[src/rtl/vga_pkg.sv]
// +--------------------------------------------------------------------------+
// | vga_pkg : shared pong display and game-flow constants, state and winner   |
// |           encodings used by the ball controller and score keeper.        |
// | Revision: 1.0                                                            |
// +--------------------------------------------------------------------------+
`default_nettype none

package vga_pkg;

    localparam int HOR_PIXELS  = 1024;
    localparam int VER_PIXELS  = 768;
    localparam int BALL_SIZE   = 15;
    localparam int GOAL_MARGIN = 8;

    localparam int LEFT_GOAL_X_DEFAULT  = GOAL_MARGIN;
    localparam int RIGHT_GOAL_X_DEFAULT = HOR_PIXELS - BALL_SIZE - GOAL_MARGIN;

    // PLAY keeps the value the ball controller already compares against.
    typedef enum logic [1:0] {
        GS_IDLE  = 2'b00,
        GS_PLAY  = 2'b01,
        GS_SERVE = 2'b10,
        GS_OVER  = 2'b11
    } game_state_e;

    localparam logic [1:0] ST_IDLE  = 2'(GS_IDLE);
    localparam logic [1:0] ST_PLAY  = 2'(GS_PLAY);
    localparam logic [1:0] ST_SERVE = 2'(GS_SERVE);
    localparam logic [1:0] ST_OVER  = 2'(GS_OVER);

    localparam logic [1:0] WINNER_NONE  = 2'b00;
    localparam logic [1:0] WINNER_LEFT  = 2'b01;
    localparam logic [1:0] WINNER_RIGHT = 2'b10;

    localparam logic [3:0] SCORE_MAX = 4'hF;

endpackage

`default_nettype wire

[src/rtl/score_counter.sv]
// +--------------------------------------------------------------------------+
// | score_counter : 4-bit saturating score counter with synchronous clear    |
// |                 (priority) and increment enable.                         |
// | Revision: 1.0                                                            |
// +--------------------------------------------------------------------------+
`default_nettype none

module score_counter
    import vga_pkg::*;
(
    input  logic       clk,
    input  logic       rst_n,
    input  logic       clr,
    input  logic       inc,
    output logic [3:0] count
);

    always_ff @(posedge clk or negedge rst_n) begin
        if (!rst_n) begin
            count <= 4'd0;
        end else if (clr) begin
            count <= 4'd0;
        end else if (inc && (count != SCORE_MAX)) begin
            count <= count + 4'd1;
        end
    end

endmodule

`default_nettype wire

[src/rtl/score_keeper.sv]
// +--------------------------------------------------------------------------+
// | score_keeper : pong game-flow FSM, goal detection and scoring.           |
// |   Optional macro SCORE_KEEPER_WIN_BY_TWO_EN selects win-by-two rule.     |
// | Revision: 1.0                                                            |
// +--------------------------------------------------------------------------+
`default_nettype none

module score_keeper
    import vga_pkg::*;
#(
    parameter int WIN_SCORE    = 7,
    parameter int PAUSE_TICKS  = 60,
    parameter int LEFT_GOAL_X  = LEFT_GOAL_X_DEFAULT,
    parameter int RIGHT_GOAL_X = RIGHT_GOAL_X_DEFAULT
)(
    input  logic        clk,
    input  logic        rst_n,
    input  logic        timing_tick,
    input  logic        start_btn,
    input  logic [10:0] x_ball,
    output logic [1:0]  state,
    output logic [3:0]  score_left,
    output logic [3:0]  score_right,
    output logic [1:0]  winner,
    output logic        goal_pulse
);

    localparam int               PAUSE_W    = (PAUSE_TICKS > 1) ? $clog2(PAUSE_TICKS) : 1;
    localparam logic [PAUSE_W-1:0] PAUSE_LAST = PAUSE_W'(PAUSE_TICKS - 1);
    localparam logic [10:0]      LEFT_X     = 11'(LEFT_GOAL_X);
    localparam logic [10:0]      RIGHT_X    = 11'(RIGHT_GOAL_X);
    localparam logic [3:0]       WIN_VAL    = 4'(WIN_SCORE);

    logic               start_btn_q;
    logic [PAUSE_W-1:0] pause_cnt;

    logic       start_rise;
    logic       start_accept;
    logic       play_tick;
    logic       goal_right;
    logic       goal_left;
    logic [3:0] next_left;
    logic [3:0] next_right;
    logic       left_wins;
    logic       right_wins;

    assign start_rise   = start_btn & ~start_btn_q;
    assign start_accept = start_rise & ((state == ST_IDLE) | (state == ST_OVER));
    assign play_tick    = (state == ST_PLAY) & timing_tick;

    // Left edge has priority so a single tick can never score twice.
    assign goal_right = play_tick & (x_ball <= LEFT_X);
    assign goal_left  = play_tick & ~(x_ball <= LEFT_X) & (x_ball >= RIGHT_X);

    assign next_left  = (score_left  == SCORE_MAX) ? SCORE_MAX : score_left  + 4'd1;
    assign next_right = (score_right == SCORE_MAX) ? SCORE_MAX : score_right + 4'd1;

`ifdef SCORE_KEEPER_WIN_BY_TWO_EN
    // Reaching the saturation ceiling ends the game for the leader.
    assign left_wins  = ((next_left >= WIN_VAL) &&
                         ({1'b0, next_left} >= ({1'b0, score_right} + 5'd2))) ||
                        (next_left == SCORE_MAX);
    assign right_wins = ((next_right >= WIN_VAL) &&
                         ({1'b0, next_right} >= ({1'b0, score_left} + 5'd2))) ||
                        (next_right == SCORE_MAX);
`else
    assign left_wins  = (next_left  == WIN_VAL);
    assign right_wins = (next_right == WIN_VAL);
`endif

    score_counter u_score_left (
        .clk   (clk),
        .rst_n (rst_n),
        .clr   (start_accept),
        .inc   (goal_left),
        .count (score_left)
    );

    score_counter u_score_right (
        .clk   (clk),
        .rst_n (rst_n),
        .clr   (start_accept),
        .inc   (goal_right),
        .count (score_right)
    );

    always_ff @(posedge clk or negedge rst_n) begin
        if (!rst_n) begin
            start_btn_q <= 1'b0;
        end else begin
            start_btn_q <= start_btn;
        end
    end

    always_ff @(posedge clk or negedge rst_n) begin
        if (!rst_n) begin
            state      <= ST_IDLE;
            winner     <= WINNER_NONE;
            goal_pulse <= 1'b0;
            pause_cnt  <= '0;
        end else begin
            goal_pulse <= 1'b0;
            case (state)
                ST_IDLE, ST_OVER: begin
                    if (start_rise) begin
                        state     <= ST_SERVE;
                        winner    <= WINNER_NONE;
                        pause_cnt <= '0;
                    end
                end
                ST_SERVE: begin
                    if (timing_tick) begin
                        if (pause_cnt == PAUSE_LAST) begin
                            pause_cnt <= '0;
                            state     <= ST_PLAY;
                        end else begin
                            pause_cnt <= pause_cnt + 1'b1;
                        end
                    end
                end
                ST_PLAY: begin
                    // Leaving PLAY on the goal tick recentres the ball, preventing a recount.
                    if (goal_right) begin
                        goal_pulse <= 1'b1;
                        if (right_wins) begin
                            state  <= ST_OVER;
                            winner <= WINNER_RIGHT;
                        end else begin
                            state  <= ST_SERVE;
                        end
                    end else if (goal_left) begin
                        goal_pulse <= 1'b1;
                        if (left_wins) begin
                            state  <= ST_OVER;
                            winner <= WINNER_LEFT;
                        end else begin
                            state  <= ST_SERVE;
                        end
                    end
                end
                default: begin
                    state <= ST_IDLE;
                end
            endcase
        end
    end

endmodule

`default_nettype wire

[config.mk]
export PLATFORM = sky130hd
export DESIGN_NAME = score_keeper
export DESIGN_NICKNAME = d
export VERILOG_FILES = /design/src/rtl/vga_pkg.sv /design/src/rtl/score_counter.sv /design/src/rtl/score_keeper.sv
export SDC_FILE = /design/constraint.sdc
export NUM_CORES = 1
export LEC_CHECK = 0
export CELL_PAD_IN_SITES_DETAIL_PLACEMENT = 0
export CELL_PAD_IN_SITES_GLOBAL_PLACEMENT = 1
export CORE_MARGIN = 2
export CORE_UTILIZATION = 40
export CTS_BUF_LIST = sky130_fd_sc_hd__clkbuf_4
export DETAILED_ROUTE_END_ITERATION = 8
export MAX_ROUTING_LAYER = met4
export PLACE_DENSITY = 0.93
export REMOVE_ABC_BUFFERS = 1
export SLEW_MARGIN = 5
export SYNTH_ARGS = -nofsm -noshare
export SYNTH_HDL_FRONTEND = slang
export SYNTH_HIERARCHICAL = 1
export SYNTH_SLANG_ARGS = --single-unit
[constraint.sdc]
create_clock -name clk -period 2.2 [get_ports clk]
set_input_delay 0.22 -clock clk [delete_from_list [all_inputs] [get_ports clk]]
set_output_delay 0.22 -clock clk [all_outputs]
set_load 0.1 [all_outputs]
### Yosys cells after proc, flatten, opt, wreduce, memory -nomap -nowiden

Index checks and enable logic that the tools add are counted.

| storage, ports and cells | value |
|---|---|
| register bits | 20 |
| bits of input ports | 15 |
| output and inout bits | 13 |
| word-level logic and storage cells | 75 |

| operators by class | value |
|---|---|
| add/sub/neg operators | 3 |
| $lt $le $gt $ge | 2 |
| equal/unequal tests | 16 |
| mux-type cells | 27 |
| bitwise gates (word level) | 9 |
| reductions and logical operators | 11 |

Operator list:

| cell | count |
|---|---|
| $mux 4 | 6 |
| $mux 2 | 10 |
| $mux 6 | 3 |
| $pmux 6 s2 | 1 |
| $ge 11x10->1 const B | 1 |
| $le 11x4->1 const B | 1 |
| $add 4x1->4 const B | 2 |
| $eq 4x3->1 const B | 2 |
| $eq 4x4->1 const B | 2 |
| $ne 4x4->1 const B | 2 |
| $reduce_bool 2->1 | 4 |
| $add 6x1->6 const B | 1 |
| $and 1x1->1 | 6 |
| $eq 6x6->1 const B | 1 |
| $ne 2x2->1 const B | 3 |
| $pmux 2 s3 | 1 |
| $mux 1 | 5 |
| $reduce_and 5->1 | 1 |
| $eq 2x2->1 const B | 2 |
| $pmux 2 s2 | 1 |
| $reduce_and 4->1 | 1 |
| $ne 3x1->1 const B | 1 |
| $ne 3x2->1 const B | 1 |
| $ne 3x3->1 const B | 1 |
| other kinds (7) | 9 |

### Logic depth before layout (Yosys ltp)

Gate-level depths: netlist of the first run.

| depth | value |
|---|---|
| word-level depth | 7 |
| depth in mapped cells | 8 |
| mapped depth without buffers | 8 |

### Hierarchy

The synthesis of the first run kept the hierarchy.

Modules (own cells, without submodules):

| module | instances | cells each | area an instance (um^2) | seq. area each (um^2) |
|---|---|---|---|---|
| score_keeper | 1 | 90 | 838.3 | 300.3 |
| score_counter | 2 | 20 | 229.0 | 100.1 |

### Worst setup path after synthesis of the first run

OpenSTA, ideal clock, no wires.

| path | value |
|---|---|
| path kind | reg2reg |
| from | reg state[0] |
| to | reg winner[1] |
| library setup time | 0.124 ns |
| arrival time | 2.504 ns |
| required time | 2.076 ns |
| path slack | -0.428 ns |
| stages on the path, launching flop included | 8 |
| path buffers | 0 |
| clock period less this slack | 2.628 ns |
| cells stage by stage | dfrtp_1 inv_1 ha_1 inv_1 nor2_1 o22a_1 nor2b_1 a211o_1 |

| between the ends | value |
|---|---|
| word-level cells in the longest chain between the ends | 6 |
| elaborated cells between the ends (all ways) | 16 |
| those cells by class | 6 x eq/ne; 2 x mux; 4 x bitwise; 4 x reduce/logical |

Ends and longest elaborated chain:

| item | RTL line | text |
|---|---|---|
| start: declaration | score_keeper.sv:21 | `output logic [1:0] state,` |
| start signal: assignment | score_keeper.sv:97 | `state <= ST_IDLE;` |
| start signal: assignment | score_keeper.sv:106 | `state <= ST_SERVE;` |
| start signal: assignment | score_keeper.sv:115 | `state <= ST_PLAY;` |
| $eq 2x1->1 | score_keeper.sv:49, score_keeper.sv:103 |  |
| $and 1x1->1 | score_keeper.sv:49 | `assign play_tick = (state == ST_PLAY) & timing_tick;` |
| $and 1x1->1 (2 in series) | score_keeper.sv:53 | `assign goal_left = play_tick & ~(x_ball <= LEFT_X) & (x_ball >= RIGHT_X);` |
| $ne 3x1->1 (no line) | - |  |
| $reduce_and 5->1 (no line) | - |  |
| end signal: assignment | score_keeper.sv:98 | `winner <= WINNER_NONE;` |
| end signal: assignment | score_keeper.sv:107 | `winner <= WINNER_NONE;` |
| end signal: assignment | score_keeper.sv:127 | `winner <= WINNER_RIGHT;` |
| end: declaration | score_keeper.sv:24 | `output logic [1:0] winner,` |

Several ways; a longest one is shown, not always the timed one.
A chain may end at the register's enable or synchronous reset.

### Worst setup path in the final report of the first run

| path | value |
|---|---|
| from | reg u_score_left.count[0] |
| to | reg state[0] |

| between the ends | value |
|---|---|
| word-level cells in the longest chain between the ends | 7 |
| elaborated cells between the ends (all ways) | 8 |
| those cells by class | 1 x add/sub; 2 x eq/ne; 5 x mux |

Ends and longest elaborated chain:

| item | RTL line | text |
|---|---|---|
| start: declaration | score_counter.sv:15 | `output logic [3:0] count` |
| start signal: assignment | score_counter.sv:24 | `count <= count + 4'd1;` |
| $add 4x1->4 or $eq 4x4->1 (tied branches) | score_keeper.sv:55 | `assign next_left = (score_left == SCORE_MAX) ? SCORE_MAX : score_left + 4'd1;` |
| $mux 4 * | score_keeper.sv:55 |  |
| $eq 4x3->1 * | score_keeper.sv:67 | `assign left_wins = (next_left == WIN_VAL);` |
| $mux 1 * | score_keeper.sv:133 | `if (left_wins) begin` |
| $mux 2 * | score_keeper.sv:131 | `end else if (goal_left) begin` |
| $mux 2 * | score_keeper.sv:123 | `if (goal_right) begin` |
| $pmux 2 s3 * | score_keeper.sv:103 | `case (state)` |
| end signal: assignment | score_keeper.sv:106 |  |
| end signal: assignment | score_keeper.sv:126 | `state <= ST_OVER;` |
| end signal: assignment | score_keeper.sv:134 | `state <= ST_OVER;` |

Every way passes the cells marked *; elsewhere a longest branch is shown, timed or not. The select of a mux whose other input is x is not followed.

==> flow_summary_export.csv, run 1 <==
group,metric,value,unit
pwr,power,1.66,mW
setup_path,critPathKind,"reg -> reg",
clocking,clockBufferDepth,2,
final_layout,area_delta_synth_final,27.5,%
floorplanning,io_pins,28,
flow_run,drv_cap,0,
global_routing,track_usage,17.5,%
floorplanning,core,3080,µm²
final_layout,fill_cells,292,
yosys,yosysTopAreaCellShare,38.6,%
global_routing,antenna_found_initial,0,
clocking,clock_sinks,20,
yosys,synth-seq-cells,20,
setup_path,required,2450,ps
global_routing,grt.overflow.total,0,
detailed_routing,ant_nets,0,
yosys,synth_top_cell_by_area,"dfrtp_1",
yosys,synth_area_leaders,"dfrtp_1 39%, ha_1 7.7%, o21ai_0 3.5%",
pwr,ir_drop,0.752,mV
timing,fin_ws,236,ps
timing,final-setup-viol-count,0,
pwr,cellPowerDensity,1010,nW/µm²
clocking,cts_root_buffer,"clkbuf_4",
floorplanning,rows,20,
setup_path,cp_max_fo,7,
yosys,ys_warn_count,6,
detailed_routing,first_iter_violations,47,
floorplanning,fp.dieArea,3710,µm²
timing,period_minus_slack,1960,ps
floorplanning,start_util,42.1,%
clocking,clock_latency,300,ps
setup_path,start_kind,"register",
setup_path,crit_chain,"ha_1 -> xnor2_1 -> nor4b_1 -> mux2i_1 -> o22ai_1 -> mux2_4",
timing,fin_setup_tns,0,ps
worst_hold_path,hp-class,"in -> async",
setup_path,crit_path_end_kind,"register",
timing,max_slew.worst_pin.slew,634,ps
yosys,synth-seq-area-share,38.6,%
setup_path,slowest_stage,"nor4b_1",
clocking,post_cts_buffers,0,
detailed_routing,via_count,1097,
final_layout,drive_above_1_share,21.1,%
clocking,cts_htree_levels,1,
floorplanning,fp.dieW,60.9,µm
clocking,path_clk_slew,120,ps
floorplanning,die_h,60.9,µm
clocking,numCtsBuffers,3,
detailed_routing,dr.pass1.iters,4,
timing,min_period_over_period,89.3,%
final_layout,diodes,0,
final_layout,seqCellArea,500,µm²
setup_path,max_stage_delay,550,ps
place,dp_slack,159,ps
clocking,cts-resized-gates,0,
yosys,ys_types,34,
timing,drv_slew,0,
setup_path,timing.reg2reg.setup_slack,240,ps
pwr,p_leak,0.757,nW
timing,whs,248,ps
timing,finalClockSkew,4.11,ps
place,numPortBuffers,27,
clocking,cts_tree,"done",
yosys,syn_area,1300,µm²
outcome,outcome,"complete, no violations",
timing,timing_hold_violations_final,0,
detailed_routing,avgViaCountPerCell,5.22,
clocking,postCtsHoldBufs,0,
global_routing,grt_max_degree,21,
global_routing,grt_pass1_wl,4.71,mm
final_layout,stdcell_count,210,
place,hpwl,2.12,mm
detailed_routing,drc,0,
detailed_routing,wl,2.73,mm
final_layout,nets,190,
timing,max_freq,509,MHz
timing,rsz0062_at_grt,"no",
global_routing,grt_pass1_vias,1088,
yosys,synth_cells,130,
yosys,syn_area_per_cell,9.97,µm²
detailed_routing,wl_per_cell,13.0,µm
place,globalplace.congestion,0.703,
setup_path,arrival,2220,ps
place,dp.cells,206,
timing,relSlewSlack,57.2,%
final_layout,multi_input_area,766,µm²
[worst max-delay path: cells and delay by family, from the launching register on]
kind	cells	cell delay (ps)
mux	2	350
flops	1	470
xor+xnor	1	120
fa+ha+maj	1	250
compound gates	1	170
simple gates	1	550
[where the power goes]
group	internal [mW]	switching, mW
Combinational	0.330	0.629
Clock	0.0662	0.117
Sequential	0.444	0.0789
Total	0.840	0.825
[stage by stage]
step	cell area, µm²	utilization, %
global placement	1630	52.8
global route	1650	53.7
floorplan	1300	-
CTS	1650	53.7
finish	1650	53.7
detailed placement	1630	52.8
[logic make-up (layout without fill, tap and decap cells)]
group	count (synthesis)	after routing	synth area share, %
fa+ha+maj	8	8	7.72
compound gates	30	30	15.2
simple gates	55	55	28.3
xor+xnor	2	2	1.35
mux	7	7	6.56
buf+inv	8	44	2.32
flops	20	20	38.6
[path summary, 6_finish.rpt]
path | start | endpoint | cells past startpoint
worst max-delay path | u_score_left/count[0] | state[0] | 6
worst min-delay path | rst_n | goal_pulse | 2
worst max register to register | u_score_left/count[0] | state[0] | 6
worst min register to register | pause_cnt[5] | pause_cnt[5] | 1
max in group asynchronous | rst_n | pause_cnt[3] | 2
min in group clk | start_btn | start_btn_q | 1
[layout make-up]
class | instances | area share, %
Clock buffer | 3 | 1.36
Sequential cell | 20 | 30.3
Inverter | 8 | 1.82
Timing Repair Buffer | 32 | 16.7
Multi-Input combinational cell | 102 | 46.3
Tap cell | 44 | 3.33
Clock inverter | 1 | 0.227
[state kept, by name (all words and copies together) (netlist names)]
register	count
start_btn_q	1
state	2
u_score_left/count	4
u_score_right/count	4
goal_pulse	1
winner	2
pause_cnt	6
[layout by cell type (no fill, tap or decap), drive strengths merged]
cell type / Yosys / routed
nor2b: 8 / 8
nor4: 1 / 1
and4: 1 / 1
ha: 8 / 8
clkbuf: 0 / 3
a211o: 3 / 3
xnor2: 2 / 2
nor3: 5 / 5
nand3: 4 / 4
dfrtp: 20 / 20
or2: 2 / 2
nand4: 3 / 3
nand4b: 1 / 1
buf: 0 / 18
clkinv: 0 / 1
nand2: 9 / 9
mux2: 3 / 3
a31oi: 2 / 2
a21oi: 9 / 9
o31ai: 2 / 2
nor2: 7 / 7
clkdlybuf4s50: 0 / 14
nand2b: 7 / 7
o22ai: 1 / 1
mux2i: 4 / 4
a32o: 1 / 1
o21ai: 11 / 11
inv: 8 / 8
nor4b: 2 / 2
o22a: 1 / 1
and4b: 2 / 2
and3: 3 / 3
[Yosys cell counts]
cell,n
a211o_1,3
a21oi_1,8
a21oi_2,1
a31oi_1,2
a32o_1,1
and3_1,1
and3_4,2
and4_4,1
and4b_2,2
dfrtp_1,20
ha_1,8
inv_1,8
mux2_4,3
mux2i_1,4
nand2_1,9
nand2b_1,7
nand3_1,4
nand4_1,3
nand4b_1,1
nor2_1,7
nor2b_1,6
nor2b_4,2
nor3_1,4
nor3_4,1
nor4_4,1
nor4b_1,2
o21ai_0,9
o21ai_1,2
o22a_1,1
o22ai_1,1
o31ai_1,1
o31ai_4,1
or2_0,2
xnor2_1,2
[routing by layer]
metal / track usage, % / vias to the layer above / share of wire (%)
met5: - / - / 0
met4: 3.73 / 0 / 0.70
met3: 3.84 / 2 / 3.5
met2: 31.0 / 18 / 52
met1: 20.2 / 532 / 44
li1: - / 545 / -
Note: power is estimated with default switching activity, not from simulation.
==> inputs of run 2 (changes only) <==
--- a/config.mk
+++ b/config.mk
@@ -9,7 +9,7 @@
 export CELL_PAD_IN_SITES_GLOBAL_PLACEMENT = 1
 export CORE_MARGIN = 2
 export CORE_UTILIZATION = 40
-export CTS_BUF_LIST = sky130_fd_sc_hd__clkbuf_4
+export CTS_BUF_LIST = sky130_fd_sc_hd__clkbuf_8
 export DETAILED_ROUTE_END_ITERATION = 8
 export MAX_ROUTING_LAYER = met4
 export PLACE_DENSITY = 0.93
==> flow_summary_export.csv, run 2 (synthesized netlist as in run 1, its figures left out) <==
group,metric,value,unit
timing,finalClockSkew,1.61,ps
detailed_routing,wl_per_cell,13.0,µm
clocking,post_cts_buffers,0,
detailed_routing,via_count,1091,
setup_path,max_stage_delay,550,ps
timing,max_freq,511,MHz
timing,relSlewSlack,57.0,%
worst_hold_path,hp-class,"in -> async",
place,numPortBuffers,27,
clocking,clock_sinks,20,
setup_path,r2r-end,"state[0]",
timing,max_slew.worst_pin.slew,637,ps
pwr,ir_drop,0.763,mV
detailed_routing,wl,2.73,mm
setup_path,required,2400,ps
floorplanning,die_h,60.9,µm
pwr,power,1.76,mW
clocking,cts_tree,"done",
floorplanning,fp.dieArea,3710,µm²
flow_run,drv_cap,0,
clocking,cts_root_buffer,"clkbuf_8",
timing,min_period_over_period,88.9,%
clocking,clockBufferDepth,2,
floorplanning,io_pins,28,
global_routing,grt_max_degree,21,
setup_path,slowest_stage,"nor4b_1",
setup_path,start_kind,"register",
final_layout,drive_above_1_share,21.7,%
clocking,path_clk_slew,70,ps
final_layout,top_register,"pause_cnt",
final_layout,final_common_cell,"dfrtp_1",
global_routing,grt_pass1_wl,4.75,mm
final_layout,nets,190,
detailed_routing,first_iter_violations,46,
final_layout,area_delta_synth_final,29.7,%
setup_path,r2r-start,"u_score_left/count[0]",
final_layout,reg_top3,"pause_cnt: 6 flops, u_score_left/count: 4 flops, u_score_right/count: 4 flops",
pwr,cellPowerDensity,1050,nW/µm²
clocking,cts_htree_levels,1,
detailed_routing,drc,0,
place,dp.cells,206,
setup_path,timing.reg2reg.setup_slack,240,ps
floorplanning,rows,20,
outcome,outcome,"complete, no violations",
detailed_routing,ant_nets,0,
setup_path,critPathKind,"reg -> reg",
setup_path,crit_chain,"ha_1 -> xnor2_1 -> nor4b_1 -> mux2i_1 -> o22ai_1 -> mux2_4",
timing,drv_slew,0,
global_routing,grt.overflow.total,0,
final_layout,stdcell_count,210,
timing,period_minus_slack,1960,ps
setup_path,cp_max_fo,7,
final_layout,final_cell_mix,"20 x dfrtp_1, 18 x buf_4, 14 x clkdlybuf4s50_1",
floorplanning,fp.dieW,60.9,µm
place,globalplace.congestion,0.703,
timing,fin_ws,244,ps
setup_path,arrival,2160,ps
setup_path,rr_worst_depth,6,
floorplanning,core,3080,µm²
global_routing,track_usage,17.7,%
timing,timing_hold_violations_final,0,
place,dp_slack,159,ps
timing,rsz0062_at_grt,"no",
clocking,numCtsBuffers,3,
global_routing,antenna_found_initial,0,
detailed_routing,dr.pass1.iters,4,
clocking,postCtsHoldBufs,0,
clocking,cts-resized-gates,0,
pwr,p_leak,0.771,nW
clocking,clock_latency,260,ps
final_layout,largest_reg_flops,6,
timing,final-setup-viol-count,0,
final_layout,diodes,0,
global_routing,grt_pass1_vias,1093,
setup_path,crit_path_end_kind,"register",
place,hpwl,2.12,mm
floorplanning,start_util,42.1,%
detailed_routing,avgViaCountPerCell,5.20,
[run 2: worst max path at each step]
stage / startpoint / endpoint / slack, ps / cells after the start
6_report: u_score_left/count[0] / state[0] / 240 / 6
5_1_grt: u_score_left/count[0] / state[0] / 80 / 6
3_3_place_gp: x_ball[1] / u_score_left/count[0] / 200 / 6
3_5_place_dp: x_ball[7] / u_score_left/count[0] / 160 / 6
2_1_floorplan: state[0] / winner[1] / -430 / 7
4_1_cts: u_score_left/count[0] / state[0] / 270 / 6
[run 2: critical path: cells and delay by family (launching register included)]
family	cells	cell delay, ps
and+or+nand+nor	1	550
AOI/OAI and AO/OA	1	170
xor gates and xnor gates	1	120
DFF	1	460
muxes	2	350
adders and majority gates	1	250
[run 2: final cells by class]
class | count | area [µm²]
fill | 285 | 1400
timing repair buffer | 32 | 275
inverter | 8 | 30.0
multi-input combinational | 102 | 766
clock buffer | 4 | 55.1
tap | 44 | 55.1
sequential | 20 | 500
[run 2: layer usage]
metal	wire, µm	vias to the layer above	GRT usage (%)
li1	-	547	-
met1	1190	524	20.4
met2	1440	16	31.3
met3	88	4	4.48
met4	14	0	2.80
met5	0	-	-
[run 2: power breakdown]
part / internal (mW) / switching (mW)
logic: 0.330 / 0.629
clock network: 0.159 / 0.121
registers: 0.445 / 0.0774
total: 0.934 / 0.828
[run 2: per-stage QoR]
stage,TNS [ps],cell area (µm²),hold slack [ps],utilization (%)
5_1_grt,0,1680,333,54.6
6_report,0,1680,302,54.6
3_5_place_dp,0,1630,486,52.8
3_3_place_gp,0,1630,476,52.8
2_1_floorplan,-1910,1300,-75.6,-
4_1_cts,0,1680,315,54.6
